[src/rtl/sram_port_arbiter_if.sv]
// Request/response bundle for one master port of sram_port_arbiter.
// The master drives the request fields; the arbiter returns grant and read data.
interface sram_port_arbiter_if #(
  parameter int ADDR_W = 14,
  parameter int DATA_W = 32
);
  logic              req;
  logic              gnt;
  logic [ADDR_W-1:0] addr;
  logic [3:0]        web;
  logic [DATA_W-1:0] wdata;
  logic              rvalid;
  logic [DATA_W-1:0] rdata;

  modport master (output req, addr, web, wdata, input gnt, rvalid, rdata);
  modport slave  (input req, addr, web, wdata, output gnt, rvalid, rdata);
endinterface

[src/rtl/sram_port_arbiter.sv]
// Two-master arbiter for a single-port SRAM: weighted round-robin with bounded
// hold, plus a one-entry tracker that steers 1-cycle read data to its requester.
module sram_port_arbiter #(
  parameter int ADDR_W   = 14,
  parameter int DATA_W   = 32,
  parameter int HOLD_MAX = 4
) (
  input  logic              clk,
  input  logic              rst,
  sram_port_arbiter_if.slave m0,
  sram_port_arbiter_if.slave m1,
  output logic              sram_cs,
  output logic              sram_oe,
  output logic [3:0]        sram_web,
  output logic [ADDR_W-1:0] sram_a,
  output logic [DATA_W-1:0] sram_di,
  input  logic [DATA_W-1:0] sram_do
);

  localparam int CNT_W = $clog2(HOLD_MAX + 1);
  localparam logic [CNT_W-1:0] CNT_MAX = CNT_W'(HOLD_MAX);

  typedef enum logic {OWN_M0 = 1'b0, OWN_M1 = 1'b1} owner_e;

  owner_e           owner_q, owner_d;
  logic [CNT_W-1:0] cnt_q, cnt_d;
  logic             pend_valid_q, pend_valid_d;
  owner_e           pend_id_q, pend_id_d;

  logic   gnt0, gnt1, gnt_any;
  owner_e gnt_id;

  // Grant decision: the owner keeps the port under contention until it has
  // used HOLD_MAX consecutive grants.
  always_comb begin
    gnt0 = 1'b0;
    gnt1 = 1'b0;
    if (!rst) begin
      if (m0.req && m1.req) begin
        if (cnt_q < CNT_MAX) gnt0 = (owner_q == OWN_M0);
        else                 gnt0 = (owner_q == OWN_M1);
        gnt1 = !gnt0;
      end else begin
        gnt0 = m0.req;
        gnt1 = m1.req;
      end
    end
  end

  assign gnt_any = gnt0 | gnt1;
  assign gnt_id  = gnt1 ? OWN_M1 : OWN_M0;
  assign m0.gnt  = gnt0;
  assign m1.gnt  = gnt1;

  // SRAM drive: idle bus parks at cs=0, web=F, address/data zero.
  always_comb begin
    sram_cs  = gnt_any;
    sram_web = 4'hF;
    sram_a   = '0;
    sram_di  = '0;
    if (gnt0) begin
      sram_web = m0.web;
      sram_a   = m0.addr;
      sram_di  = m0.wdata;
    end else if (gnt1) begin
      sram_web = m1.web;
      sram_a   = m1.addr;
      sram_di  = m1.wdata;
    end
  end

  assign sram_oe = 1'b1;

  // NOTE: every variable gets a default before any branch, so no path leaves
  // a value unassigned and no latch is inferred.
  always_comb begin
    owner_d      = owner_q;
    cnt_d        = cnt_q;
    pend_valid_d = gnt_any && (sram_web == 4'hF);
    pend_id_d    = gnt_any ? gnt_id : pend_id_q;
    if (!gnt_any) begin
      cnt_d = '0;
    end else if (gnt_id == owner_q) begin
      if (cnt_q != CNT_MAX) cnt_d = cnt_q + 1'b1;
    end else begin
      owner_d = gnt_id;
      cnt_d   = CNT_W'(1);
    end
  end

  // NOTE: state registers use non-blocking assignments so every flop samples
  // the pre-edge values regardless of statement order.
  always_ff @(posedge clk) begin
    if (rst) begin
      owner_q      <= OWN_M0;
      cnt_q        <= '0;
      pend_valid_q <= 1'b0;
      // NOTE: pend_id is only meaningful under pend_valid, but it is reset too
      // so the response path never starts from an unknown master id.
      pend_id_q    <= OWN_M0;
    end else begin
      owner_q      <= owner_d;
      cnt_q        <= cnt_d;
      pend_valid_q <= pend_valid_d;
      pend_id_q    <= pend_id_d;
    end
  end

  // A response still in flight when reset arrives is dropped immediately.
  assign m0.rvalid = !rst && pend_valid_q && (pend_id_q == OWN_M0);
  assign m1.rvalid = !rst && pend_valid_q && (pend_id_q == OWN_M1);
  assign m0.rdata  = sram_do;
  assign m1.rdata  = sram_do;

endmodule

[src/flat_wrapper.sv]
// flat-port wrapper written by rule: the top's interface ports become plain ports
module sram_port_arbiter_flat 
#(
  parameter int ADDR_W   = 14,
  parameter int DATA_W   = 32,
  parameter int HOLD_MAX = 4
)
  (clk, rst, sram_cs, sram_oe, sram_web, sram_a, sram_di, sram_do, m0_req, m0_addr, m0_web, m0_wdata, m0_gnt, m0_rvalid, m0_rdata, m1_req, m1_addr, m1_web, m1_wdata, m1_gnt, m1_rvalid, m1_rdata);
  sram_port_arbiter_if #(.ADDR_W(ADDR_W), .DATA_W(DATA_W)) m0_i ();
  sram_port_arbiter_if #(.ADDR_W(ADDR_W), .DATA_W(DATA_W)) m1_i ();
  input  logic clk;
  input  logic rst;
  output logic sram_cs;
  output logic sram_oe;
  output logic [3:0] sram_web;
  output logic [ADDR_W-1:0] sram_a;
  output logic [DATA_W-1:0] sram_di;
  input  logic [DATA_W-1:0] sram_do;
  input wire logic [$bits(m0_i.req)-1:0] m0_req;
  input wire logic [$bits(m0_i.addr)-1:0] m0_addr;
  input wire logic [$bits(m0_i.web)-1:0] m0_web;
  input wire logic [$bits(m0_i.wdata)-1:0] m0_wdata;
  output wire logic [$bits(m0_i.gnt)-1:0] m0_gnt;
  output wire logic [$bits(m0_i.rvalid)-1:0] m0_rvalid;
  output wire logic [$bits(m0_i.rdata)-1:0] m0_rdata;
  input wire logic [$bits(m1_i.req)-1:0] m1_req;
  input wire logic [$bits(m1_i.addr)-1:0] m1_addr;
  input wire logic [$bits(m1_i.web)-1:0] m1_web;
  input wire logic [$bits(m1_i.wdata)-1:0] m1_wdata;
  output wire logic [$bits(m1_i.gnt)-1:0] m1_gnt;
  output wire logic [$bits(m1_i.rvalid)-1:0] m1_rvalid;
  output wire logic [$bits(m1_i.rdata)-1:0] m1_rdata;
  assign m0_i.req = m0_req;
  assign m0_i.addr = m0_addr;
  assign m0_i.web = m0_web;
  assign m0_i.wdata = m0_wdata;
  assign m0_gnt = m0_i.gnt;
  assign m0_rvalid = m0_i.rvalid;
  assign m0_rdata = m0_i.rdata;
  assign m1_i.req = m1_req;
  assign m1_i.addr = m1_addr;
  assign m1_i.web = m1_web;
  assign m1_i.wdata = m1_wdata;
  assign m1_gnt = m1_i.gnt;
  assign m1_rvalid = m1_i.rvalid;
  assign m1_rdata = m1_i.rdata;
  sram_port_arbiter #(.ADDR_W(ADDR_W), .DATA_W(DATA_W), .HOLD_MAX(HOLD_MAX)) u_core (.clk(clk), .rst(rst), .m0(m0_i), .m1(m1_i), .sram_cs(sram_cs), .sram_oe(sram_oe), .sram_web(sram_web), .sram_a(sram_a), .sram_di(sram_di), .sram_do(sram_do));
endmodule
[config.mk]
export PLATFORM = sky130hd
export DESIGN_NAME = sram_port_arbiter_flat
export DESIGN_NICKNAME = d
export VERILOG_FILES = /design/src/rtl/sram_port_arbiter_if.sv /design/src/rtl/sram_port_arbiter.sv /design/src/flat_wrapper.sv
export SDC_FILE = /design/constraint.sdc
export NUM_CORES = 1
export LEC_CHECK = 0
export BUFFER_PORTS_ARGS = -buffer_cell sky130_fd_sc_hd__buf_2
export CAP_MARGIN = 20
export CORE_AREA = 4 4 97 99
export DETAILED_ROUTE_END_ITERATION = 8
export DIE_AREA = 0 0 101 103
export PLACE_DENSITY_LB_ADDON = 0.1
export SYNTH_ARGS = -nofsm -noshare
export SYNTH_HDL_FRONTEND = slang
export SYNTH_SLANG_ARGS = --single-unit
[constraint.sdc]
create_clock -name clk -period 4.51 [get_ports clk]
set_input_delay 0.451 -clock clk [delete_from_list [all_inputs] [get_ports clk]]
set_output_delay 0.451 -clock clk [all_outputs]
set_load 0.01 [all_outputs]
=== Word level (Yosys, flattened, before mapping) ===
Cells that the tools add are included.

* Add/sub/neg operators: 1
* $lt $le $gt $ge: 1
* Equality and inequality tests: 4
* Multiplexer cells: 16
* Bitwise gates (word level): 5
* Reductions and logical operators: 10

{| class="wikitable"
|+ Operators by type and width
! cell !! count
|-
| 2-to-1 mux 32 bit || 2
|-
| 2-to-1 mux 14 bit || 2
|-
| 2-to-1 mux 1 bit || 10
|-
| 2-to-1 mux 4 bit || 2
|-
| logical AND 1 bit || 5
|-
| == test 4 bit (second input constant) || 1
|-
| inverter 1 bit || 4
|-
| adder 3 x 1 -> 3 bit (second input constant) || 1
|-
| < comparator 3 bit (second input constant) || 1
|-
| inequality test 3 bit (second input constant) || 1
|-
| OR reduction 3 bit || 1
|-
| logical NOT 1 bit || 2
|-
| inequality test 2 bit (second input constant) || 1
|-
| AND reduction 2 bit || 1
|-
| OR reduction 2 bit || 1
|-
| == test 1 bit || 1
|-
| bitwise OR 1 bit || 1
|}

* Flip-flop bits (word level): 6
* Word-level logic and storage cells: 42

=== Longest topological paths before layout ===
Gate-level depths: netlist of run 1.

* Word-level depth: 11
* Gate-level depth with buffers: 7

=== Least setup slack after synthesis of run 1 ===
No wires, ideal clock.

* Path type: input to output
* Start: input port rst
* End: output port sram_di[10]
* Arrival time: 1.496 ns
* Required time: 4.059 ns
* Path slack: 2.563 ns
* Cell stages on the path: 7
* Path buffers: 3
* Cell sequence: clkbuf_1 nor2b_1 o21ai_4 inv_2 buf_4 buf_6 a22o_1

* Cells in the longest elaborated chain, start to end: 3
* Elaborated cells on any way between the ends: 4
* Classes of those cells: mux: 4

{| class="wikitable"
|+ Ends and longest elaborated chain
! what !! RTL line !! source
|-
| start: declaration || flat_wrapper.sv:12 || <nowiki>input logic rst;</nowiki>
|-
| 2-to-1 mux 1 bit || sram_port_arbiter.sv:38 || <nowiki>if (!rst) begin</nowiki>
|-
| 2-to-1 mux 32 bit || sram_port_arbiter.sv:65 || <nowiki>end else if (gnt1) begin</nowiki>
|-
| 2-to-1 mux 32 bit (*) || sram_port_arbiter.sv:61 || <nowiki>if (gnt0) begin</nowiki>
|-
| end: declaration || flat_wrapper.sv:17 || <nowiki>output logic [DATA_W-1:0] sram_di;</nowiki>
|}

Every way passes the cells marked *; elsewhere a longest branch is shown, timed or not.

=== Final worst setup path of run 1 ===
* Start: register u_core.cnt_q[2]
* End: output port sram_di[2]

* Cells in the longest elaborated chain, start to end: 9
* Elaborated cells on any way between the ends: 11
* Classes of those cells: order compare: 1; mux: 9; reduce/logical: 1

{| class="wikitable"
|+ Ends and longest elaborated chain
! what !! RTL line !! source
|-
| start: declaration || sram_port_arbiter.sv:26 || <nowiki>logic [CNT_W-1:0] cnt_q, cnt_d;</nowiki>
|-
| start signal: assignment || sram_port_arbiter.sv:103 || <nowiki>cnt_q <= cnt_d;</nowiki>
|-
| < comparator 3 bit (*) || sram_port_arbiter.sv:40 || <nowiki>if (cnt_q < CNT_MAX) gnt0 = (owner_q == OWN_M0);</nowiki>
|-
| 2-to-1 mux 1 bit (*) || sram_port_arbiter.sv:40 ||
|-
| 2-to-1 mux 1 bit (*) || sram_port_arbiter.sv:39 || <nowiki>if (m0.req && m1.req) begin</nowiki>
|-
| 2-to-1 mux 1 bit (*) || sram_port_arbiter.sv:38 ||
|-
| logical NOT 1 bit || sram_port_arbiter.sv:42 || <nowiki>gnt1 = !gnt0;</nowiki>
|-
| 2-to-1 mux 1 bit || sram_port_arbiter.sv:39 ||
|-
| 2-to-1 mux 1 bit || sram_port_arbiter.sv:38 ||
|-
| 2-to-1 mux 32 bit || sram_port_arbiter.sv:65 ||
|-
| 2-to-1 mux 32 bit (*) || sram_port_arbiter.sv:61 ||
|}

Every way passes the cells marked *; elsewhere a longest branch is shown, timed or not. The select of a mux whose other input is x is not followed.

==> flow_summary.toml, run 1 <==
[setup_path]
cp.required_ps = 4060
crit_path_start_kind = "flop"
arrival_ps = 2120
cp_max_fo = 48
crit_path_top_delay_cell = "inv_2"
r2r_end = "u_core.pend_valid_q"
worst_setup_path_end_kind = "primary output"
worstPathCellList = "xor2_2 > o21ai_4 > inv_2 > a22o_1 > buf_2"
r2r_start = "u_core.cnt_q[2]"
max_stage_delay_ps = 610
worst-setup-path-type = "reg -> out"
reg2reg_depth = 4
rrSetupSlack_ps = 2650

[logic_synthesis]
synth_most_common_cell = "buf_4"
yosysWarnings = 0
synth_ff_type = "dfxtp_1"
synth_area_mm2 = 0.001438
synth_nets = 309
synthTopCellsByArea = "buf_4 (36%), a22o_1 (28%), dfxtp_1 (8.4%)"
ys_ff_latch = 6
synthTopCellsByCount = "buf_4 (69), a22o_1 (46), dfxtp_1 (6)"
synth_largest_area_cell = "buf_4"
ys_seq_area_frac = 0.08355
async_flop_share = 0
synth_top_cell_area_share = 0.3603
synth_cells = 171
synth.distinct_cells = 35
syn_avg_cell_area_um2 = 8.407
synth_edf_count = 0

[cts]
ctsResizeCount = 0
cts_max_level = 1
postCtsSetupBuffers = 0
worstSkewPairLatency_ps = 220
postCtsHoldBufs = 0
clk_pin_slew_worst_paths_ps = 30
cts_inserted_buffers = 3
clock_sinks = 6
cts_max_path_buffers = 2
cts_tree = "built"
clk_root_buffer_cell = "clkbuf_8"

[layout]
multi_input_area_um2 = 684.4
drive_gt1_frac = 0.6549
area_growth_pct = 25.24
seq_area_um2 = 120.1
finalNetCount = 395
postLayoutCoreUtil = 0.2106
fill_cells = 974
antenna_cells = 0
final_cells = 363

[route]
routed_wl_um = 5722
vias = 1555
drt_iter0_drc = 38
wl_per_cell_um = 15.76
ant_nets = 0
first_pass_iters = 2
vias_per_cell = 4.284
drc_errors = 0

[pwr]
power.leakage_nw = 1.047
total_power_w = 0.0003089
seq_power_share = 0.198
combPwrFrac = 0.547
p_int_w = 0.0002016
power_switching_w = 0.0001073
switching_share = 0.3472
clockPowerShare = 0.255
powerDensity_mw_per_mm2 = 171.6
ir_drop_v = 0.00005035

[floorplanning]
io_pins = 256
placementRows = 34
die_h_um = 103
core_area_mm2 = 0.008551
start_util = 0.1681
dieArea_mm2 = 0.01040
die_w_um = 101

[global_routing]
grt_pass1_vias = 1475
antenna_found_initial = 0
grt_pass1_wl_um = 7458
grt-ovfl-total = 0
grt.total_usage = 0.09078
grt_max_degree = 50

[worst_hold_path]
hold_depth = 2
min_path_type = "reg -> reg"
worstHoldStart = "u_core.pend_id_q"
min_to = "u_core.pend_id_q"

[timing]
slew_violations = 0
finClkSkew_ps = 1.136
layout_min_cycle_time_ps = 2571
period_share = 0.5701
maxClockFrequency_ghz = 0.3889
tns_ps = 0
timing.slew.headroom = 0.4506
rsz0062_at_grt = "false"
hold_viol = 0
tightest_slew_ps = 822.9
setup_viol_count_final = 0

[placement]
dp_cells = 360
post-dp-hpwl_um = 4850
port_buffers = 158
place.gp.congestion = 0.6889

[status]
status = "completed"

[flow_run]
drv_cap = 0
cell families (layout without fill, tap and decap cells):
kind of cell	after synthesis	in the layout	share of synthesized area
xor+xnor	2	2	0.01741
buf+inv	84	168	0.4404
other cells	1	1	0.002608
mux	2	2	0.01393
compound gates	60	60	0.3664
flops	6	6	0.08355
fa+ha+maj	2	2	0.01740
simple gates	14	14	0.05831
how the worst max path moves through the flow:
stage                     from          end  slack, ps
5_1_grt        u_core.cnt_q[2]   sram_di[2]       1770
3_3_place_gp            m1_req    sram_a[9]       1980
6_report       u_core.cnt_q[2]   sram_di[2]       1940
2_1_floorplan              rst  sram_di[10]       2560
4_1_cts        u_core.cnt_q[2]   sram_di[2]       1900
3_5_place_dp            m1_req   sram_di[2]       2040
metal layers:
layer | vias up | global-route usage | wire length [um]
met4 | 0 | 0.03783 | 139
met1 | 667 | 0.08280 | 1750
met5 | - | 0 | 0
li1 | 724 | - | -
met2 | 135 | 0.1787 | 2941
met3 | 29 | 0.03451 | 891
worst max-delay path, delay by kind of cell (launching register included):
kind	cells	cell delay, ps
flip-flops	1	470
XOR/XNOR	1	260
AO/OA/AOI/OAI	2	380
buffers and inverters	2	750
state kept, by name (all words and copies together) (netlist names):
name and cells:
u_core.pend_id_q 1, u_core.owner_q 1, u_core.cnt_q 3, u_core.pend_valid_q 1
stage by stage:
step	hold WS [ps]	setup slack [ps]	cell area, um2
2_1_floorplan	458.8	2563	1438
3_3_place_gp	528.7	1978	1759
3_5_place_dp	500.8	2038	1759
4_1_cts	509.7	1902	1800
5_1_grt	532.5	1775	1800
6_report	504.5	1939	1800
area by class of cell:
cell class	count	share of cell area
Clock buffer	3	0.02293
Timing Repair Buffer	158	0.4392
Sequential cell	6	0.06671
Tap cell	108	0.07505
Inverter	7	0.01598
Multi-Input combinational cell	81	0.3801
placed cells by master (no fill, tap or decap), drive strengths merged:
| master | instances |
|---|---|
| nor3 | 2 |
| a22o | 46 |
| mux2i | 2 |
| o22a | 4 |
| a21boi | 2 |
| inv | 7 |
| nand4 | 2 |
| ha | 2 |
| dfxtp | 6 |
| xor2 | 1 |
| o31ai | 1 |
| nand3b | 1 |
| and3b | 1 |
| nor2 | 1 |
| buf | 158 |
| xnor2 | 1 |
| or2 | 1 |
| o211ai | 1 |
| nor3b | 1 |
| o21ai | 3 |
| clkbuf | 3 |
| a221oi | 1 |
| nor2b | 1 |
| nand2 | 1 |
| a211o | 1 |
| conb | 1 |
| a31oi | 1 |
| nand2b | 2 |
| nand3 | 1 |
power by group through the flow:
stage / Clock (W) / Combinational, W / Sequential (W)
2_1_floorplan: 0 / 0.000151 / 0.0000608
3_3_place_gp: 0 / 0.000176 / 0.0000620
3_5_place_dp: 0 / 0.000172 / 0.0000618
4_1_cts: 0.0000828 / 0.000172 / 0.0000611
5_1_grt: 0.0000837 / 0.000185 / 0.0000615
6_report: 0.0000788 / 0.000169 / 0.0000610
No activity file was read; power rests on OpenSTA's default activity.
==> run 2, diff against run 1 <==
- CORE_AREA: 4 4 97 99 -> 4 4 96 98
- DIE_AREA: 0 0 101 103 -> 0 0 100 102
- clock period: 4.51 -> 2.2 ns (I/O delays scaled with it)
==> run 2 against run 1 <==
  * Sequential share of layout area fell by 0.17 points
  * Sequential cell count did not move
  * Non-clock buffer count rose by 3
  * Critical endpoint is now sram_di[27]
  * Largest cell class unchanged
  * Largest power group unchanged
==> flow_summary.toml, run 2 (synthesis gave the netlist of run 1 again) <==
[layout]
area_growth_pct = 28.55
finalNetCount = 398
drive_gt1_frac = 0.6589
final_common_cell = "buf_2"
final_cell_mix = "buf_2 (158), a22o_1 (46), dfxtp_1 (6)"
final_cells = 366
antenna_cells = 0
top_register = "u_core.cnt_q"
postLayoutCoreUtil = 0.2183
largest_register_ffs = 3
fill_cells = 939

[floorplanning]
placementRows = 34
die_w_um = 100
start_util = 0.1698
die_h_um = 102
io_pins = 256
dieArea_mm2 = 0.01020
core_area_mm2 = 0.008466

[timing]
period_share = 0.9307
maxClockFrequency_ghz = 0.4884
fin_ws_ps = 152.5
hold_viol = 0
finClkSkew_ps = 2.894
rsz0062_at_grt = "false"
setup_viol_count_final = 0
layout_min_cycle_time_ps = 2047
slew_violations = 0
tns_ps = 0

[cts]
cts_max_level = 1
postCtsSetupBuffers = 0
clk_root_buffer_cell = "clkbuf_8"
clock_sinks = 6
cts_inserted_buffers = 3
clk_pin_slew_worst_paths_ps = 40
cts_max_path_buffers = 2
cts_tree = "built"
worstSkewPairLatency_ps = 220
postCtsHoldBufs = 0
ctsResizeCount = 0

[placement]
place.gp.congestion = 0.6788
pre_cts_slack_ps = 358.0
port_buffers = 158
post-dp-hpwl_um = 5037
dp_cells = 363

[setup_path]
crit_path_top_delay_cell = "dfxtp_1"
worst-setup-path-type = "reg -> out"
critPathBufInv = 3
cp_max_fo = 19
r2r_end = "u_core.pend_valid_q"
max_stage_delay_ps = 450
arrival_ps = 1830
reg2reg_depth = 5
worstPathCellList = "xor2_2 > a211o_4 > inv_4 > buf_4 > a22o_1 > buf_2"
critPathTopFamily = "compound AO/OA/AOI/OAI gates"
worst_setup_path_end_kind = "primary output"
r2r_start = "u_core.cnt_q[2]"
rrSetupSlack_ps = 760
crit_path_start_kind = "flop"
cp.required_ps = 1980

[global_routing]
grt_pass1_wl_um = 7783
grt_pass1_vias = 1448
grt-ovfl-total = 0
grt_max_degree = 43
grt.total_usage = 0.09736
antenna_found_initial = 0

[route]
wl_per_cell_um = 15.77
ant_nets = 0
vias_per_cell = 4.224
drt_iter0_drc = 49
vias = 1546
first_pass_iters = 4
routed_wl_um = 5770
drc_errors = 0

[worst_hold_path]
min_to = "u_core.pend_valid_q"
worstHoldStart = "m1_web[2]"
min_path_type = "in -> reg"
hold_depth = 3

[status]
status = "completed"

[pwr]
ir_drop_v = 0.00009285
powerDensity_mw_per_mm2 = 352.4
power.leakage_nw = 1.069

[flow_run]
drv_cap = 0
==> run 2: routing by layer <==
layer  GRT usage  share of wire  vias up
li1            -              -      731
met1     0.08616           0.29      652
met2      0.1945           0.53      147
met3     0.03549           0.15       16
met4     0.04456          0.021        0
met5           0              0        -
==> run 2: power breakdown <==
part           total, W  switching (W)  leakage [nW]  internal (W)
Sequential     0.000125     0.00000732        0.0496      0.000118
Clock          0.000166      0.0000488        0.0216      0.000118
Combinational  0.000360       0.000171         0.998      0.000188
Total          0.000651       0.000227          1.07      0.000424
==> run 2: worst max-delay path by stage <==
| stage | start | to | depth (start not counted) |
|---|---|---|---|
| after floorplan | u_core.cnt_q[2] | sram_di[13] | 7 |
| after global placement | u_core.cnt_q[2] | sram_di[27] | 6 |
| after global routing | u_core.cnt_q[2] | sram_di[27] | 6 |
| after CTS | u_core.cnt_q[2] | sram_di[27] | 6 |
| after detailed placement | u_core.cnt_q[2] | sram_di[27] | 6 |
| final | u_core.cnt_q[2] | sram_di[27] | 6 |
==> run 2: layout make-up <==
type | instances | area [um2] | area share
Clock buffer | 3 | 41.29 | 0.02234
Inverter | 7 | 28.78 | 0.01557
Multi-Input combinational cell | 81 | 684.4 | 0.3703
Sequential cell | 6 | 120.1 | 0.06500
Tap cell | 108 | 135.1 | 0.07312
Timing Repair Buffer | 161 | 838.3 | 0.4536
==> run 2: worst register-to-register path: stages (launching register included) <==
cell and delay (ps):
dfxtp_1 450, xor2_2 140, a211o_4 390, inv_4 70, buf_12 160, a221oi_1 90
==> run 2: metrics by stage <==
step                      total power [W]  hold WS, ps  cell area [um2]
after floorplan                 0.0004343        380.1             1438
after global placement          0.0004995        440.1             1807
after detailed placement        0.0004924        440.1             1807
after CTS                       0.0006672        282.8             1848
after global routing            0.0006986        318.9             1848
final                           0.0006513        293.8             1848
==> run 3, diff against run 2 <==
- CTS_BUF_LIST: not set -> sky130_fd_sc_hd__clkbuf_8
- REMOVE_ABC_BUFFERS: not set -> 1
==> run 3 against run 2 <==
  * Routed wire length increased by 39%
  * Global-route usage is 3.6 points higher
  * Clock-buffer cell count did not move
  * Utilization decreased by 0.12 points
  * Highest routed layer is now met5
==> flow_summary.toml, run 3 (synthesis gave the netlist of run 1 again) <==
[worst_hold_path]
worstHoldStart = "m0_web[2]"
min_path_type = "in -> reg"
hold_depth = 3
min_to = "u_core.pend_valid_q"

[cts]
postCtsSetupBuffers = 0
cts_inserted_buffers = 3
cts_max_level = 1
worstSkewPairLatency_ps = 220
clk_pin_slew_worst_paths_ps = 40
cts_tree = "built"
clock_sinks = 6
clk_root_buffer_cell = "clkbuf_8"
cts_max_path_buffers = 2

[floorplanning]
die_w_um = 100
die_h_um = 102
placementRows = 34
start_util = 0.1698
io_pins = 256
core_area_mm2 = 0.008466
dieArea_mm2 = 0.01020

[layout]
drive_gt1_frac = 0.6589
final_common_cell = "buf_2"
area_growth_pct = 27.85
fill_cells = 980
postLayoutCoreUtil = 0.2171
top_register = "u_core.cnt_q"
antenna_cells = 0
multi_input_area_um2 = 684.4
finalNetCount = 398
largest_register_ffs = 3
final_cell_mix = "buf_2 (158), a22o_1 (46), dfxtp_1 (6)"
final_cells = 366
seq_area_um2 = 120.1

[route]
vias_per_cell = 4.470
ant_nets = 0
wl_per_cell_um = 21.87
vias = 1636
routed_wl_um = 8004
drc_errors = 0
drt_iter0_drc = 39
first_pass_iters = 4

[timing]
maxClockFrequency_ghz = 0.4933
slew_violations = 0
period_share = 0.9214
rsz0062_at_grt = "false"
layout_min_cycle_time_ps = 2027
finClkSkew_ps = 0.7575
setup_viol_count_final = 0
tns_ps = 0
hold_viol = 0

[placement]
place.gp.congestion = 0.6847
port_buffers = 158
post-dp-hpwl_um = 6666
dp_cells = 363

[global_routing]
grt.total_usage = 0.1334
grt_pass1_wl_um = 10070
grt-ovfl-total = 0
grt_pass1_vias = 1489
antenna_found_initial = 0
grt_max_degree = 49

[setup_path]
worst_setup_path_end_kind = "primary output"
r2r_start = "u_core.owner_q"
cp.required_ps = 1980
crit_path_start_kind = "flop"
worst-setup-path-type = "reg -> out"
crit_path_top_delay_cell = "a211o_4"
worstPathCellList = "xor2_2 > a211o_4 > inv_6 > a22o_1 > buf_2"
rrSetupSlack_ps = 610
max_stage_delay_ps = 390
r2r_end = "u_core.owner_q"
arrival_ps = 1810
cp_max_fo = 48
reg2reg_depth = 5

[pwr]
ir_drop_v = 0.0002161
power.leakage_nw = 1.065
powerDensity_mw_per_mm2 = 351.1

[status]
status = "completed"

[flow_run]
drv_cap = 0
## run 3: cell count changes in the layout (fill, tap and decap cells not counted)
cell    before  now
buf_12       2    1
inv_6        0    1
inv_4        1    0
buf_4        1    2
## run 3: worst max-delay path by stage
stage,slack (ps),cells past startpoint,endpoint,from
after floorplan,500,4,sram_a[0],u_core.cnt_q[2]
after global placement,270,5,sram_di[1],u_core.owner_q
after detailed placement,300,5,sram_di[1],u_core.owner_q
after CTS,70,5,sram_di[1],u_core.owner_q
after global routing,100,5,sram_a[11],u_core.owner_q
final,170,5,sram_di[1],u_core.owner_q
## run 3: metal layers
layer	vias up	share of wire	track usage	wire [um]
li1	732	-	-	-
met1	753	0.39	0.1665	3082
met2	139	0.44	0.1765	3525
met3	10	0.17	0.1113	1325
met4	2	0.0054	0.01244	43
met5	-	0.0035	0.05769	28
## run 3: per-stage QoR
stage / setup WS, ps / power, W / hold WS [ps] / instance area [um2]
2_1_floorplan: 504.9 / 0.0002872 / 298.5 / 833.3
3_3_place_gp: 270.4 / 0.0004906 / 440.2 / 1794
3_5_place_dp: 304.9 / 0.0004868 / 440.2 / 1794
4_1_cts: 66.98 / 0.0006539 / 317.8 / 1836
5_1_grt: 103.2 / 0.0006912 / 336.3 / 1838
6_report: 172.9 / 0.0006454 / 310.8 / 1838
## run 3: repair_timing
item                                    CTS  global route
hold buffers                              0             0
resized for setup                         0             1
endpoints found under the setup margin    0             4
## run 3: layout make-up
class                   instances  area share
multi-input cells              81      0.3724
inverters                       7     0.01702
repair buffers                161      0.4493
clock buffers                   3     0.02246
flip-flops and latches          6     0.06535
well taps                     108     0.07352
## run 3: report_power, final
part	switching [W]	total, W	leakage (nW)	internal (W)
clock network	0.0000447	0.000162	0.0216	0.000117
registers	0.00000703	0.000125	0.0496	0.000118
logic	0.000174	0.000359	0.994	0.000184
total	0.000226	0.000645	1.07	0.000419
## run 3: worst max-delay path, delay by kind of cell, from the launching register on
| family | cells | cell delay [ps] |
|---|---|---|
| DFF | 1 | 330 |
| AOI/OAI and AO/OA | 2 | 600 |
| buffers and inverters | 2 | 420 |
| xor gates and xnor gates | 1 | 210 |
